## src/rtl/operand_fetch_stage.sv

```systemverilog
// Decode/operand-fetch stage: drives the register bank read ports, registers operands for execute
// and stalls RAW hazards via per-register pending-write counters. Optional macro: WB_BYPASS_EN.
module operand_fetch_stage #(
   parameter int PEND_W = 2
) (
   input  logic        clk,
   input  logic        rst_n,
   input  logic        in_valid,
   output logic        in_ready,
   input  logic [31:0] in_instr,
   output logic [3:0]  read_reg1,
   output logic [3:0]  read_reg2,
   input  logic [31:0] read_data1,
   input  logic [31:0] read_data2,
   input  logic        wb_reg_write,
   input  logic [3:0]  wb_write_reg,
   input  logic [31:0] wb_write_data,
   output logic        ex_valid,
   input  logic        ex_ready,
   output logic [5:0]  ex_opcode,
   output logic [3:0]  ex_rd,
   output logic [31:0] ex_op_a,
   output logic [31:0] ex_op_b,
   output logic [31:0] ex_imm
);
   localparam int NREG = 16;
   localparam logic [PEND_W-1:0] PEND_MAX = {PEND_W{1'b1}};

   logic [5:0]        w_opcode;
   logic [3:0]        w_rd;
   logic [3:0]        w_rs1;
   logic [3:0]        w_rs2;
   logic [13:0]       w_imm;
   logic              w_writes_rd;
   logic              w_accept;
   logic              w_hazard;
   logic              w_haz1;
   logic              w_haz2;
   logic              w_haz_rd;
   logic [31:0]       w_data1;
   logic [31:0]       w_data2;
   logic [PEND_W-1:0] w_pend_rs1;
   logic [PEND_W-1:0] w_pend_rs2;
   logic [PEND_W-1:0] w_pend_rd;
   logic [NREG-1:0]   w_inc;
   logic [NREG-1:0]   w_dec;

   logic [PEND_W-1:0] r_pend [NREG];
   logic              r_ex_valid;
   logic [5:0]        r_ex_opcode;
   logic [3:0]        r_ex_rd;
   logic [31:0]       r_ex_op_a;
   logic [31:0]       r_ex_op_b;
   logic [31:0]       r_ex_imm;

   assign w_opcode    = in_instr[31:26];
   assign w_rd        = in_instr[25:22];
   assign w_rs1       = in_instr[21:18];
   assign w_rs2       = in_instr[17:14];
   assign w_imm       = in_instr[13:0];
   assign read_reg1   = w_rs1;
   assign read_reg2   = w_rs2;
   assign w_writes_rd = !w_opcode[5] && (w_rd != 4'd0);

   assign w_pend_rs1 = r_pend[w_rs1];
   assign w_pend_rs2 = r_pend[w_rs2];
   assign w_pend_rd  = r_pend[w_rd];

`ifdef WB_BYPASS_EN
   logic w_byp1;
   logic w_byp2;
   assign w_byp1  = wb_reg_write && (wb_write_reg == w_rs1) && (w_rs1 != 4'd0);
   assign w_byp2  = wb_reg_write && (wb_write_reg == w_rs2) && (w_rs2 != 4'd0);
   // The retiring write is the last one outstanding, so its data can be used right now.
   assign w_haz1  = (w_rs1 != 4'd0) && (w_pend_rs1 != '0) && !(w_byp1 && (w_pend_rs1 == PEND_W'(1)));
   assign w_haz2  = (w_rs2 != 4'd0) && (w_pend_rs2 != '0) && !(w_byp2 && (w_pend_rs2 == PEND_W'(1)));
   assign w_data1 = w_byp1 ? wb_write_data : read_data1;
   assign w_data2 = w_byp2 ? wb_write_data : read_data2;
`else
   logic w_unused_wb;
   assign w_unused_wb = ^wb_write_data;
   assign w_haz1  = (w_rs1 != 4'd0) && (w_pend_rs1 != '0);
   assign w_haz2  = (w_rs2 != 4'd0) && (w_pend_rs2 != '0);
   assign w_data1 = read_data1;
   assign w_data2 = read_data2;
`endif

   assign w_haz_rd = w_writes_rd && (w_pend_rd == PEND_MAX);
   assign w_hazard = w_haz1 || w_haz2 || w_haz_rd;
   assign in_ready = (!r_ex_valid || ex_ready) && !w_hazard;
   assign w_accept = in_valid && in_ready;

   genvar gi;
   generate
      for (gi = 0; gi < NREG; gi++) begin : g_sb
         if (gi == 0) begin : g_r0
            assign w_inc[gi] = 1'b0;
            assign w_dec[gi] = 1'b0;
         end else begin : g_rn
            assign w_inc[gi] = w_accept && w_writes_rd && (w_rd == 4'(gi));
            assign w_dec[gi] = wb_reg_write && (wb_write_reg == 4'(gi));
         end
      end
   endgenerate

   // Simultaneous issue and retire of the same register leaves its count unchanged.
   always_ff @(posedge clk or negedge rst_n) begin
      if (!rst_n) begin
         for (int i = 0; i < NREG; i++) r_pend[i] <= '0;
      end else begin
         for (int i = 0; i < NREG; i++) begin
            if (w_inc[i] && !w_dec[i])
               r_pend[i] <= r_pend[i] + PEND_W'(1);
            else if (w_dec[i] && !w_inc[i] && (r_pend[i] != '0))
               r_pend[i] <= r_pend[i] - PEND_W'(1);
         end
      end
   end

   always_ff @(posedge clk or negedge rst_n) begin
      if (!rst_n) begin
         r_ex_valid  <= 1'b0;
         r_ex_opcode <= '0;
         r_ex_rd     <= '0;
         r_ex_op_a   <= '0;
         r_ex_op_b   <= '0;
         r_ex_imm    <= '0;
      end else if (w_accept) begin
         r_ex_valid  <= 1'b1;
         r_ex_opcode <= w_opcode;
         r_ex_rd     <= w_rd;
         r_ex_op_a   <= (w_rs1 == 4'd0) ? 32'd0 : w_data1;
         r_ex_op_b   <= (w_rs2 == 4'd0) ? 32'd0 : w_data2;
         r_ex_imm    <= {{18{w_imm[13]}}, w_imm};
      end else if (ex_ready) begin
         r_ex_valid  <= 1'b0;
      end
   end

   assign ex_valid  = r_ex_valid;
   assign ex_opcode = r_ex_opcode;
   assign ex_rd     = r_ex_rd;
   assign ex_op_a   = r_ex_op_a;
   assign ex_op_b   = r_ex_op_b;
   assign ex_imm    = r_ex_imm;
endmodule
```

## config.mk

```make
export PLATFORM = sky130hd
export DESIGN_NAME = operand_fetch_stage
export DESIGN_NICKNAME = d
export VERILOG_FILES = /design/src/rtl/operand_fetch_stage.sv
export SDC_FILE = /design/constraint.sdc
export NUM_CORES = 1
export LEC_CHECK = 0
export CORE_ASPECT_RATIO = 0.7
export CORE_MARGIN = 4
export CORE_UTILIZATION = 49
export CTS_BUF_LIST = sky130_fd_sc_hd__clkbuf_4
export CTS_CLUSTER_DIAMETER = 120
export DETAILED_ROUTE_END_ITERATION = 8
export PLACE_DENSITY = 0.91
export SETUP_SLACK_MARGIN = 0.4
export SLEW_MARGIN = 5
export SYNTH_ARGS = -nofsm -noshare
export SYNTH_HDL_FRONTEND = slang
export SYNTH_SLANG_ARGS = --single-unit
```

## constraint.sdc

```tcl
create_clock -name clk -period 4.1 [get_ports clk]
set_clock_uncertainty 0.1 [all_clocks]
set_input_delay 0.82 -clock clk [delete_from_list [all_inputs] [get_ports clk]]
set_output_delay 0.82 -clock clk [all_outputs]
set_load 0.1 [all_outputs]
```

# Word-level counts from Yosys, hierarchy flattened
# Cells that the tools add are included.
totals:
  regBits: 119
  in_bits: 137
  output_inout_bits: 116
  word_cells: 287
classes:
  n_addsub: 30
  n_lt_le_gt_ge: 3
  n_eq_ne: 31
  n_mux: 43
  n_bitwise: 3
  n_reduce_logical: 156
ops:
  columns: ["op", "n"]
  rows:
  - ["logical AND 1 bit", 82]
  - ["2-to-1 mux 2 bit", 36]
  - ["nonzero test 2 bit", 33]
  - ["equality test 4 bit, second input constant", 16]
  - ["2-to-1 mux 32 bit", 2]
  - ["logical NOT 1 bit", 33]
  - ["equality test 4 x 3 -> 1 bit, second input constant", 8]
  - ["adder 2 x 1 -> 2 bit, second input constant", 15]
  - ["subtractor 2 x 1 -> 2 bit, second input constant", 15]
  - ["binary-select mux 2 bit (select 4 bit)", 3]
  - ["equality test 4 x 2 -> 1 bit, second input constant", 4]
  - ["greater-or-equal comparator 5 bit, second input constant", 3]
  - ["NOT 4 -> 5 bit", 3]
  - ["nonzero test 4 bit", 3]
  - ["equality test 4 x 1 -> 1 bit, second input constant", 2]
  - ["logical NOT 4 bit", 2]
  - ["logical OR 1 bit", 3]
  - ["equality test 2 bit, second input constant", 1]
  - ["2-to-1 mux 1 bit", 2]

# Depth between registers and ports, before layout
logic_depth:
  word_depth: 18
  depth_mapped: 12
  depth_no_buf: 7

# Least setup slack after synthesis
# OpenSTA, ideal clock, no wires.
synth_timing:
  kind: "input to output"
  from: "in in_instr[23]"
  to: "out in_ready"
  arrival_ps: 2445
  required_ps: 3180
  slack_ps: 735
  cell_stages: 7
  n_path_buf: 2
  cell_sequence: "buf_4 -> mux4_2 -> nand2b_1 -> o311a_1 -> o211ai_2 -> and4_1 -> buf_2"
synth_between:
  elab_chain_len: 9
  word_cells_on_any_way: 11
  classes_between: "1 x eq/ne; 3 x mux; 1 x bitwise; 6 x reduce/logical"
synth_lines:
  columns: ["element", "line", "source"]
  rows:
  - ["from (decl)", "10", "input logic [31:0] in_instr,"]
  - ["NOT 4 -> 5 bit (not written as such)", "67", "assign w_pend_rd = r_pend[w_rd];"]
  - ["binary-select mux 2 bit (select 4 bit)", "67", null]
  - ["2-to-1 mux 2 bit (not written as such) (2 in a row)", "67", null]
  - ["equality test 2 bit", "88", "assign w_haz_rd = w_writes_rd && (w_pend_rd == PEND_MAX);"]
  - ["logical AND 1 bit (*)", "88", null]
  - ["logical OR 1 bit (*)", "89", "assign w_hazard = w_haz1 || w_haz2 || w_haz_rd;"]
  - ["logical NOT 1 bit (*)", "90", "assign in_ready = (!r_ex_valid || ex_ready) && !w_hazard;"]
  - ["logical AND 1 bit (*)", "90", null]
  - ["to (decl)", "9", "output logic in_ready,"]
# Mark *: on every way between the ends. The rest lies on a longest branch, timed or not. The select of a mux whose other input is x is not followed.

# Final worst setup path
layout_timing:
  from: "in in_instr[14]"
  to: "out in_ready"
layout_between:
  elab_chain_len: 10
  word_cells_on_any_way: 11
  classes_between: "3 x mux; 1 x bitwise; 7 x reduce/logical"
layout_lines:
  columns: ["element", "line", "source"]
  rows:
  - ["NOT 4 -> 5 bit (not written as such)", "66", "assign w_pend_rs2 = r_pend[w_rs2];"]
  - ["binary-select mux 2 bit (select 4 bit)", "66", null]
  - ["2-to-1 mux 2 bit (not written as such) (2 in a row)", "66", null]
  - ["nonzero test 2 bit", "83", "assign w_haz2 = (w_rs2 != 4'd0) && (w_pend_rs2 != '0);"]
  - ["logical AND 1 bit (*)", "83", null]
  - ["logical OR 1 bit (*) (2 in a row)", "89", null]
  - ["logical NOT 1 bit (*)", "90", null]
  - ["logical AND 1 bit (*)", "90", null]
# Marks and branches as above.

==> summary.md <==
| Metric | Value |
|---|---|
| Initial Util | `49.9%` |
| Post-Syn Area per Cell | `9.73 um2` |
| Global-route wire length before repair | `around 30000 um` |
| Setup_tns | `0 ns` |
| Final HPWL DP | `approximately 14000 um` |
| Most used DFF post-synth | `dfrtp_1` |
| RR Endpoint | `ex_op_a[7]$_DFFE_PN0P_` |
| Most frequent cells after synthesis | `dfrtp_1, nand2_1, mux2i_1, inv_1, nor2_1` |
| Worst path slowest cell | `dlygate4sd2_1` |
| Grt ovf | `0` |
| Vias/cell | `5.47` |
| Cell area after synthesis | `between 0.006 and 0.007 mm2` |
| Final wirelength | `18500 um` |
| P&R area growth vs syn | `39.1%` |
| CTS Root Buffer Type | `clkbuf_4` |
| Fmax | `~280 MHz` |
| First-pass DRT Iterations | `5` |
| Total Nets Final | `a little over 1000` |
| Crit share post-route | `~90%` |
| Mux share of post-synthesis cell area | `approximately 17%` |
| Crit-path max cell delay | `~0.55 ns` |
| Compound-Gate Fraction of Synth Area | `under 10%` |
| Clock sink count | `around 120` |
| RSZ-0062 raised after global routing | `false` |
| I/O pin count | `around 250` |
| Worst slack at placement | `0.164 ns` |
| Share of the synthesized area in the top cell type | `a little under half` |
| Slew margin rel. | `between 20% and 30%` |
| Port bufs | `220` |
| Simple-gate area share of the yosys netlist | `between 10% and 20%` |
| WS Path Type | `in -> out` |
| FF+latch count, synth | `~120` |
| Synth top area cells | `dfrtp_1, mux2i_1, nand2_1` |
| WL/cell | `about 17 um` |
| Core area | `0.0131 mm2` |
| Synth Net Count | `811` |
| RR Startpoint | `r_pend[17]$_DFFE_PN0P_` |
| Final Hold Fails | `0` |
| Fill cells | `just over 1000` |
| CP Cell Sequence | `dlygate4sd2_1, a2111oi_0, o41ai_1, o31a_2, and4_4, buf_12` |
| Full die area | `0.0153 mm2` |
| Final Non-Filler Cells | `approximately 1100` |
| Status | `complete, no violations` |
| Iteration-0 DRC Markers | `around 500` |
| Register area share after synthesis | `a little under half` |
| Gpl congestion | `slightly below 1` |
| Most common cell in the netlist | `dfrtp_1` |
| DRT antenna net count | `0` |
| Post-synthesis cell count | `around 670` |
| Final Worst Setup Slack | `about 0.51 ns` |
| Flop2flop setup slack | `~1.4 ns` |
| PD cells | `a little under 800 mW/mm2` |
| Yosys cell types | `57` |
| Xor and xnor area share after synthesis | `1.34%` |
| Synth async-reset ratio | `100%` |
| Leak pwr | `about 0.0046 uW` |
| # hold bufs at CTS | `0` |
| Hold Crit Class | `in -> async` |
| Pin count of the biggest net entering global routing | `66` |
| CP Launch Type | `input pin` |
| Area after DPL | `just under 0.009 mm2` |
| Hold WS | `0.262 ns` |
| Clock input transition at the sequential cells of the worst setup and hold paths | `0.11 ns` |
| Tot GR Track Use | `roughly a quarter` |
| Measured slew at the worst slew-check pin | `roughly 1.1 ns` |
| CTS Buf Count | `17` |
| Layout cells sized above 1 | `between 10% and 20%` |
| Max Slew Vio Count | `0` |
| Die height | `105 um` |
| Endpoint class of the critical path | `primary output` |
| Largest area contributor in the netlist | `dfrtp_1` |
| Worst Reg-to-Reg Cells | `9` |
| Cell area after layout | `just over 0.009 mm2` |
| Post-layout min period | `3.59 ns` |
| Final setup vio count | `0` |
| Vias | `around 5800` |
| Vias in the first global route | `roughly 5600` |
| Clock Latency Late Sink | `0.50 ns` |
| Die Wd | `146 um` |
| Maximum vdd drop | `around 0.45 mV` |
| CP Max Fanout | `17` |
| Number of max-cap violations | `0` |
| Clock buffer depth | `2` |
| Initial antenna violation count | `0` |
| H-tree levels | `4` |
| Post-synth EDFFs | `0` |
| Post-Synth Adder-Cell Area | `0%` |
| Syn. warnings | `0` |
| CTS tree | `yes` |
| Inst Count DP | `~1000` |
| Largest family of logic cells by synthesized area | `multiplexers` |
| Arrival @ worst endpoint | `approximately 2.7 ns` |
| Worst EP required | `approximately 3.2 ns` |
| DRC | `0` |
| # Post-CTS Setup Buffers | `0` |
| Row cnt | `35` |
-- registers in the layout (all words and copies together), names as in the netlist --
name	cells
ex_op_a	32
ex_op_b	32
r_pend	30
ex_imm	14
ex_opcode	6
ex_rd	4
ex_valid	1
-- layout by cell type (no fill, tap or decap), types with 7 or more instances in the layout --
master             n
nor2b_1           10
mux2i_1           72
nand4_1           17
nand2_1           88
nand3_1            7
mux2_1             7
clkbuf_4          17
xnor2_1           10
a21oi_1            9
dfrtp_1          119
o21ai_0           11
o21bai_1          12
a22oi_1            7
mux2_2            22
clkdlybuf4s50_1  203
buf_4             26
nor2_1            44
nor3_1            21
inv_1             71
-- critical path: cells and delay by family --
| family | cells | cell delay [ns] |
|---|---|---|
| buffers and inverters | 2 | 0.73 |
| AO/OA/AOI/OAI | 3 | 0.84 |
| AND/OR/NAND/NOR | 1 | 0.27 |
-- worst max path at each step --
| stage | from | end | slack, ns | cells past startpoint |
|---|---|---|---|---|
| floorplan | in_instr[23] | in_ready | 0.73 | 7 |
| global placement | in_instr[22] | in_ready | 0.12 | 7 |
| detailed placement | in_instr[22] | in_ready | 0.16 | 7 |
| CTS | in_instr[18] | in_ready | 0.42 | 7 |
| global route | in_instr[17] | in_ready | 0.41 | 7 |
| finish | in_instr[14] | in_ready | 0.51 | 6 |
-- layout make-up --
type | instances | area, um2 | area share [%]
Clock inverter | 15 | 176 | 1.93
Clock buffer | 17 | 128 | 1.40
Antenna cell | 1 | 2.50 | 0.0274
Inverter | 72 | 270 | 2.96
Sequential cell | 119 | 2980 | 32.6
Tap cell | 166 | 208 | 2.28
Multi-Input combinational cell | 425 | 2950 | 32.3
Timing Repair Buffer | 242 | 2420 | 26.5
-- metrics by stage --
step	utilization, %	total power (uW)
5_1_grt	69.4	7390
2_1_floorplan	-	5200
6_report	69.4	7120
3_3_place_gp	67.1	6180
3_5_place_dp	67.1	6250
4_1_cts	69.4	7170
-- power by group --
group          internal [uW]  switching (uW)
Sequential              1520             277
Combinational           1050            3370
Clock                    427             476
-- routing by layer --
layer | track usage, % | vias up | routed length, um
met5 | 0 | - | 0
met4 | 6.11 | 0 | 393
met3 | 7.67 | 35 | 1900
met2 | 38.6 | 288 | 8640
met1 | 32.3 | 2743 | 7550
li1 | - | 2717 | -
-- logic make-up (layout without fill, tap and decap cells) --
group,after synthesis,after routing
and+or+nand+nor,225,225
buffers and inverters,130,346
DFF,119,119
muxes,105,105
AOI/OAI and AO/OA,85,85
xor gates and xnor gates,10,10
other,0,1
-- timing repair --
action / in CTS / in global routing
pin swaps: 1 / 0
gates resized for setup: 8 / 2
endpoints found under the setup margin: 1 / 1
Power figures use the tool's default switching activity.
